**src/rtl/bcd_add_fnd_scan.sv**
```systemverilog
// Digit-serial packed-BCD adder with a multiplexed 7-segment display scanner.
// The sum is built one digit per clock. The held result is scanned onto a
// single segment bus, with optional leading-zero blanking and a dash pattern
// shown when the last addition had invalid input.
//
// Handshake: start is sampled only while idle (busy=0). Once accepted, a and b
// are captured and busy stays high until the result is written. done pulses
// for exactly one cycle in the cycle where result and err change. The FSM is
// idle again in that same cycle, so a start held high there is accepted at the
// next edge. A start seen while busy is ignored.
module bcd_add_fnd_scan #(
    parameter int DIGITS   = 4,
    parameter int SCAN_DIV = 1000,
    parameter int BLANK_LZ = 1
) (
    input  logic                      clk,
    input  logic                      rst_n,
    input  logic                      start,
    input  logic [4*DIGITS-1:0]       a,
    input  logic [4*DIGITS-1:0]       b,
    output logic                      busy,
    output logic                      done,
    output logic                      err,
    output logic [4*(DIGITS+1)-1:0]   result,
    output logic [7:0]                seg,
    output logic [DIGITS:0]           an,
    output logic [1:0]                dbg_state
);

    localparam int IW = (DIGITS > 1) ? $clog2(DIGITS) : 1;
    localparam int PW = (SCAN_DIV > 1) ? $clog2(SCAN_DIV) : 1;
    localparam int QW = $clog2(DIGITS + 1);

    typedef enum logic [1:0] {
        IDLE = 2'd0,
        ADD  = 2'd1,
        FIN  = 2'd2
    } state_t;

    state_t              state;
    logic [4*DIGITS-1:0] a_q;
    logic [4*DIGITS-1:0] b_q;
    logic [4*DIGITS-1:0] d_q;
    logic [IW-1:0]       idx;
    logic                carry;
    logic                inv;

    logic [3:0]          a_dig;
    logic [3:0]          b_dig;
    logic [4:0]          sum;
    logic [4:0]          sum_adj;
    logic [3:0]          dig_out;
    logic                carry_out;
    logic                dig_bad;

    logic [PW-1:0]       presc;
    logic [QW-1:0]       pos;
    logic [DIGITS:1]     lz;
    logic [3:0]          cur_dig;
    logic                cur_blank;

    assign dbg_state = state;

    function automatic logic [7:0] seg_code(input logic [3:0] d);
        case (d)
            4'd0:    seg_code = 8'h3F;
            4'd1:    seg_code = 8'h06;
            4'd2:    seg_code = 8'h5B;
            4'd3:    seg_code = 8'h4F;
            4'd4:    seg_code = 8'h66;
            4'd5:    seg_code = 8'h6D;
            4'd6:    seg_code = 8'h7D;
            4'd7:    seg_code = 8'h07;
            4'd8:    seg_code = 8'h7F;
            4'd9:    seg_code = 8'h6F;
            default: seg_code = 8'h00;
        endcase
    endfunction

    // Select the operand digits for the current index and form the decimal digit sum.
    always_comb begin
        a_dig = 4'd0;
        b_dig = 4'd0;
        for (int i = 0; i < DIGITS; i++) begin
            if (idx == IW'(i)) begin
                a_dig = a_q[4*i +: 4];
                b_dig = b_q[4*i +: 4];
            end
        end
        sum       = {1'b0, a_dig} + {1'b0, b_dig} + {4'd0, carry};
        sum_adj   = sum - 5'd10;
        carry_out = (sum > 5'd9);
        dig_out   = carry_out ? sum_adj[3:0] : sum[3:0];
        dig_bad   = (a_dig > 4'd9) || (b_dig > 4'd9);
    end

    // Adder control: capture the operands, add one digit per clock, then publish the result.
    always_ff @(posedge clk or negedge rst_n) begin
        if (!rst_n) begin
            state  <= IDLE;
            busy   <= 1'b0;
            done   <= 1'b0;
            err    <= 1'b0;
            result <= '0;
            a_q    <= '0;
            b_q    <= '0;
            d_q    <= '0;
            idx    <= '0;
            carry  <= 1'b0;
            inv    <= 1'b0;
        end else begin
            done <= 1'b0;
            case (state)
                IDLE: begin
                    if (start) begin
                        a_q   <= a;
                        b_q   <= b;
                        carry <= 1'b0;
                        inv   <= 1'b0;
                        idx   <= '0;
                        busy  <= 1'b1;
                        state <= ADD;
                    end
                end
                ADD: begin
                    for (int i = 0; i < DIGITS; i++) begin
                        if (idx == IW'(i)) begin
                            d_q[4*i +: 4] <= dig_out;
                        end
                    end
                    carry <= carry_out;
                    if (dig_bad) begin
                        inv <= 1'b1;
                    end
                    if (idx == IW'(DIGITS - 1)) begin
                        state <= FIN;
                    end else begin
                        idx <= idx + IW'(1);
                    end
                end
                FIN: begin
                    // An invalid digit anywhere discards the whole sum.
                    if (inv) begin
                        result <= '0;
                        err    <= 1'b1;
                    end else begin
                        result <= {3'b000, carry, d_q};
                        err    <= 1'b0;
                    end
                    done  <= 1'b1;
                    busy  <= 1'b0;
                    state <= IDLE;
                end
                default: begin
                    state <= IDLE;
                end
            endcase
        end
    end

    // Display scan: the prescaler sets the dwell time, and each wrap moves to the next position.
    always_ff @(posedge clk or negedge rst_n) begin
        if (!rst_n) begin
            presc <= '0;
            pos   <= '0;
            an    <= {{DIGITS{1'b1}}, 1'b0};
        end else begin
            if (presc == PW'(SCAN_DIV - 1)) begin
                presc <= '0;
                // Rotating the active-low one-hot keeps an aligned with pos across the wrap.
                an    <= {an[DIGITS-1:0], an[DIGITS]};
                if (pos == QW'(DIGITS)) begin
                    pos <= '0;
                end else begin
                    pos <= pos + QW'(1);
                end
            end else begin
                presc <= presc + PW'(1);
            end
        end
    end

    // Segment decode for the active position: an error dash wins, then blanking, then the digit.
    always_comb begin
        lz[DIGITS] = (result[4*DIGITS +: 4] == 4'd0);
        for (int i = DIGITS - 1; i >= 1; i--) begin
            lz[i] = lz[i+1] && (result[4*i +: 4] == 4'd0);
        end
        cur_dig   = result[3:0];
        cur_blank = 1'b0;
        for (int i = 1; i <= DIGITS; i++) begin
            if (pos == QW'(i)) begin
                cur_dig   = result[4*i +: 4];
                cur_blank = (BLANK_LZ != 0) && lz[i];
            end
        end
        if (err) begin
            seg = 8'h40;
        end else if (cur_blank) begin
            seg = 8'h00;
        end else begin
            seg = seg_code(cur_dig);
        end
    end

endmodule

```
**config.mk**
```make
export PLATFORM = sky130hd
export DESIGN_NAME = bcd_add_fnd_scan
export DESIGN_NICKNAME = d
export VERILOG_FILES = /design/src/rtl/bcd_add_fnd_scan.sv
export SDC_FILE = /design/constraint.sdc
export NUM_CORES = 1
export LEC_CHECK = 0
export ABC_AREA = 1
export ABC_CLOCK_PERIOD_IN_PS = 6400
export BUFFER_PORTS_ARGS = -buffer_cell sky130_fd_sc_hd__buf_4
export CAP_MARGIN = 20
export CORE_MARGIN = 2
export CORE_UTILIZATION = 61
export CTS_BUF_LIST = sky130_fd_sc_hd__clkbuf_4 sky130_fd_sc_hd__clkbuf_8 sky130_fd_sc_hd__clkbuf_16
export DETAILED_ROUTE_END_ITERATION = 8
export HOLD_SLACK_MARGIN = 0.02
export PLACE_DENSITY = 0.87
export SETUP_SLACK_MARGIN = 0.5
export SLEW_MARGIN = 25
export SYNTH_ARGS = -nofsm -noshare
export SYNTH_HDL_FRONTEND = slang
export SYNTH_SLANG_ARGS = --single-unit
```
**constraint.sdc**
```tcl
create_clock -name clk -period 6.4 [get_ports clk]
set_input_delay 1.28 -clock clk [delete_from_list [all_inputs] [get_ports clk]]
set_output_delay 1.28 -clock clk [all_outputs]
set_load 0.02 [all_outputs]
```
==> summary.md <==
| Metric | Value |
|---|---|
| Layout-stage area growth over the synthesis result | `16.2%` |
| First-pass iteration count of the detailed router | `5` |
| Total Neg Setup Slack | `0 ps` |
| Post-synthesis sequential element count | `around 90` |
| # nets final | `between 700 and 800` |
| Post-synthesis average cell area | `slightly below 8 µm²` |
| Post-cts gate resize count | `0` |
| Total clock buffers created by CTS | `9` |
| Tightest hold margin | `460 ps` |
| Max Cap Viol | `0` |
| Clock latency at the later pin of the worst-skew pair | `350 ps` |
| Antenna violation net count after detailed routing | `0` |
| Ratio of routed vias to standard cells | `between 5 and 6` |
| Share of layout cells above drive strength 1 | `roughly 16%` |
| Headroom to the max-slew limit | `a little over two fifths` |
| Number of instances on the worst hold path | `1` |
| Post-Synthesis Cell Area | `roughly 0.0047 mm²` |
| Relative contribution of the clock network to total power | `13.0%` |
| Worst IR drop on VDD | `about 0.35 mV` |
| Total DRC errors in the routed layout | `0` |
| Fraction of the core area covered by cells at the end of the flow | `between 70% and 80%` |
| Number of I/O pins | `73` |
| Overall fraction of global-route tracks in use | `between 20% and 30%` |
| Total wirelength of the detailed-routed design | `between 10000 and 15000 µm` |
| Worst-path fanout max | `7` |
| Endpoint required time on the critical path | `5120 ps` |
| Worst hold path type | `flip-flop to flip-flop` |
| Largest net degree at the start of global routing | `93` |
| Multi-input logic area | `slightly above 0.002 mm²` |
| Antenna violations before repair | `0` |
| Category of the most critical setup path | `flip-flop to primary output` |
| Number of sinks driven by the clock tree | `a little over 90` |
| Final number of max-transition violations | `0` |
| Wire per inst | `13.2 µm` |
| DIE AREA | `~0.0084 mm²` |
| # fillers | `612` |
| Post-route clock period utilization | `60.7%` |
| Switching power total | `1440 µW` |
| Depth of the worst register-to-register path | `16` |
| Highest Clock Rate | `between 200 and 300 MHz` |
| Clock slew seen by the registers of the worst setup and hold paths | `90 ps` |
| Sequential cell area | `about 0.0023 mm²` |
| Element type at the critical path start | `flip-flop` |
| Transition at the pin with the smallest max-transition slack | `between 800 and 900 ps` |
| Detailed placement HPWL | `7420 µm` |
| Initial standard-cell utilization of the core | `between 60% and 70%` |
| Power, Total | `approximately 3000 µW` |
| Last weighted congestion value of the routability-driven placer | `0.932` |
| Global-route wire length before repair | `around 18000 µm` |
| Cells after Synth | `595` |
| Remaining global-route overflow | `0` |
| Category of the worst setup path capture point | `primary output` |
| Antenna cell count | `0` |
| Sequential share of power | `between 30% and 40%` |
| Port Buf Inserts | `between 60 and 70` |
| Number of warnings issued by yosys | `0` |
| Number of core rows | `32` |
| Cell types with the largest area share after synthesis | `sky130_fd_sc_hd__dfrtp_1 47%, sky130_fd_sc_hd__nand2_1 19%, sky130_fd_sc_hd__ha_1 5.3%, sky130_fd_sc_hd__inv_1 5.0%, sky130_fd_sc_hd__o21ai_0 3.8%` |
| Routed vias | `between 4000 and 5000` |
| Final hold violation count | `0` |
| Unrepaired setup endpoints after global routing | `false` |
| Sequential share of the synthesized area | `between 40% and 50%` |
| Outcome | `finished clean` |
| Setup Fix Bufs, Post-CTS | `0` |
| Static leakage power | `0.00297 µW` |
| Post-layout minimum cycle time | `between 3000 and 4000 ps` |
| Buffer depth of the longest clock path | `2` |
| Clock root buffer | `sky130_fd_sc_hd__clkbuf_8` |
| Share of the synthesized area in the top cell type | `between 40% and 50%` |
| Commonest non-fill, non-tap cell in the layout | `sky130_fd_sc_hd__nand2_1` |
| Synth area leader | `sky130_fd_sc_hd__dfrtp_1` |
| Die Width | `roughly 92 µm` |
| Top library cells by usage in the layout, fill and taps aside | `241 x sky130_fd_sc_hd__nand2_1, 88 x sky130_fd_sc_hd__dfrtp_1, 68 x sky130_fd_sc_hd__buf_4, 63 x sky130_fd_sc_hd__inv_1, 36 x sky130_fd_sc_hd__o21ai_0` |
| Data arrival time of the critical path | `2600 ps` |
| Vias in the first global route | `3904` |
| Distinct cell type count of the synthesized netlist | `39` |
| DIE HEIGHT | `about 92 µm` |
| Comb power frac | `56.1%` |
| Post-CTS Hold Fix Bufs | `0` |
| TritonCTS clock tree | `built` |
| Internal Power | `roughly 1600 µW` |
| Core box area | `approximately 0.0076 mm²` |
| Sw Share | `47.5%` |
| Final setup fails | `0` |
| Detailed Route Iter0 Violations | `roughly 240` |
| Worst clock skew on the final layout | `9.42 ps` |
| CTS HTree Levels | `3` |
| Power density relative to cell area | `around 550 mW/mm²` |
## cell usage after synthesis
master / instances
sky130_fd_sc_hd__nor3b_1: 1
sky130_fd_sc_hd__inv_1: 63
sky130_fd_sc_hd__inv_4: 1
sky130_fd_sc_hd__nor3_1: 5
sky130_fd_sc_hd__buf_6: 1
sky130_fd_sc_hd__a2bb2oi_1: 1
sky130_fd_sc_hd__o21ai_0: 36
sky130_fd_sc_hd__o211ai_1: 1
sky130_fd_sc_hd__nand2_1: 241
sky130_fd_sc_hd__xor2_2: 1
sky130_fd_sc_hd__buf_4: 6
sky130_fd_sc_hd__nand2_2: 3
sky130_fd_sc_hd__a21oi_1: 17
sky130_fd_sc_hd__nor2_1: 32
sky130_fd_sc_hd__dfrtp_1: 88
sky130_fd_sc_hd__fa_1: 2
sky130_fd_sc_hd__dfstp_2: 4
sky130_fd_sc_hd__a211oi_2: 1
sky130_fd_sc_hd__xor2_1: 1
sky130_fd_sc_hd__a21o_1: 1
sky130_fd_sc_hd__ha_1: 20
sky130_fd_sc_hd__a21boi_0: 2
sky130_fd_sc_hd__clkinv_1: 1
sky130_fd_sc_hd__o22ai_1: 2
sky130_fd_sc_hd__xnor2_1: 1
sky130_fd_sc_hd__o21ai_1: 2
sky130_fd_sc_hd__a22oi_1: 2
sky130_fd_sc_hd__nand2_4: 3
sky130_fd_sc_hd__a31oi_1: 2
sky130_fd_sc_hd__buf_2: 4
sky130_fd_sc_hd__nor2_2: 3
sky130_fd_sc_hd__a22o_1: 2
sky130_fd_sc_hd__clkbuf_1: 5
sky130_fd_sc_hd__nand3b_1: 1
sky130_fd_sc_hd__a21oi_2: 2
sky130_fd_sc_hd__nand3_1: 32
sky130_fd_sc_hd__nand3_2: 3
sky130_fd_sc_hd__conb_1: 1
sky130_fd_sc_hd__a31o_2: 1
## per-stage QoR
| stage | cell area [µm²] | worst slack (ps) | std cells |
|---|---|---|---|
| after global placement | 5280 | 2950 | 753 |
| final | 5480 | 2520 | 769 |
| after CTS | 5480 | 2490 | 769 |
| after detailed placement | 5280 | 2890 | 753 |
| after global routing | 5480 | 2280 | 769 |
| after floorplan | 4720 | 3050 | 598 |
## flip-flops by register name, summed over array words and instances, names as in the netlist
| register | count |
|---|---|
| result | 17 |
| a_q | 16 |
| b_q | 16 |
| d_q | 16 |
| presc | 10 |
| an | 5 |
| pos | 3 |
| dbg_state | 2 |
| idx | 2 |
| busy | 1 |
| carry | 1 |
| done | 1 |
| err | 1 |
| inv | 1 |
## power groups by stage
stage,combinational [µW],clock (µW),sequential [µW]
final,1690,392,937
after global routing,1930,421,955
after CTS,1690,397,934
after detailed placement,1680,0,942
after global placement,1620,0,936
after floorplan,1210,0,954
## routing by layer
layer	vias up	wire length [µm]	global-route usage (%)
met4	0	267	9.95
met3	23	575	4.44
met5	-	0	0
met1	1907	4210	32.9
li1	1989	-	-
met2	143	5100	45.0
## path summary, 6_finish.rpt
path,startpoint,to,slack [ps]
hold / removal,presc[0],presc[0],460
min in group asynchronous,rst_n,presc[1],990
hold reg to reg,presc[0],presc[0],460
setup / recovery,pos[0],seg[3],2520
max in group asynchronous,rst_n,b_q[11],4870
setup reg to reg,idx[1],d_q[14],2850
## logic make-up (layout without fill, tap and decap cells)
family / Yosys count / in the layout / share of synthesized area (%)
other: 1 / 4 / 0.0796
AOI/OAI and AO/OA: 72 / 72 / 8.71
adders and majority gates: 22 / 22 / 6.16
xor gates and xnor gates: 3 / 3 / 0.717
and+or+nand+nor: 324 / 324 / 28.1
DFF: 92 / 92 / 49.0
buffers and inverters: 81 / 150 / 7.25
## final cells by class
type / instances / share of cell area [%]
sequential: 92 / 42.1
multi-input combinational: 425 / 37.9
timing repair buffer: 69 / 9.53
inverter: 65 / 4.50
clock buffer: 12 / 2.67
tap: 102 / 2.33
clock inverter: 4 / 0.914
## worst max-delay path, stage by stage (launching register included)
cell and delay [ps]:
sky130_fd_sc_hd__dfrtp_1 440, sky130_fd_sc_hd__ha_1 220, sky130_fd_sc_hd__ha_1 250, sky130_fd_sc_hd__inv_1 190
sky130_fd_sc_hd__nand2_1 70, sky130_fd_sc_hd__inv_1 50, sky130_fd_sc_hd__nand2_1 50, sky130_fd_sc_hd__nand2_1 60
sky130_fd_sc_hd__nand2_1 140, sky130_fd_sc_hd__ha_1 320, sky130_fd_sc_hd__inv_1 40, sky130_fd_sc_hd__nor2_1 120
sky130_fd_sc_hd__nor2_1 60, sky130_fd_sc_hd__nor2_1 100, sky130_fd_sc_hd__buf_4 150
No activity file was read; power rests on OpenSTA's default activity.
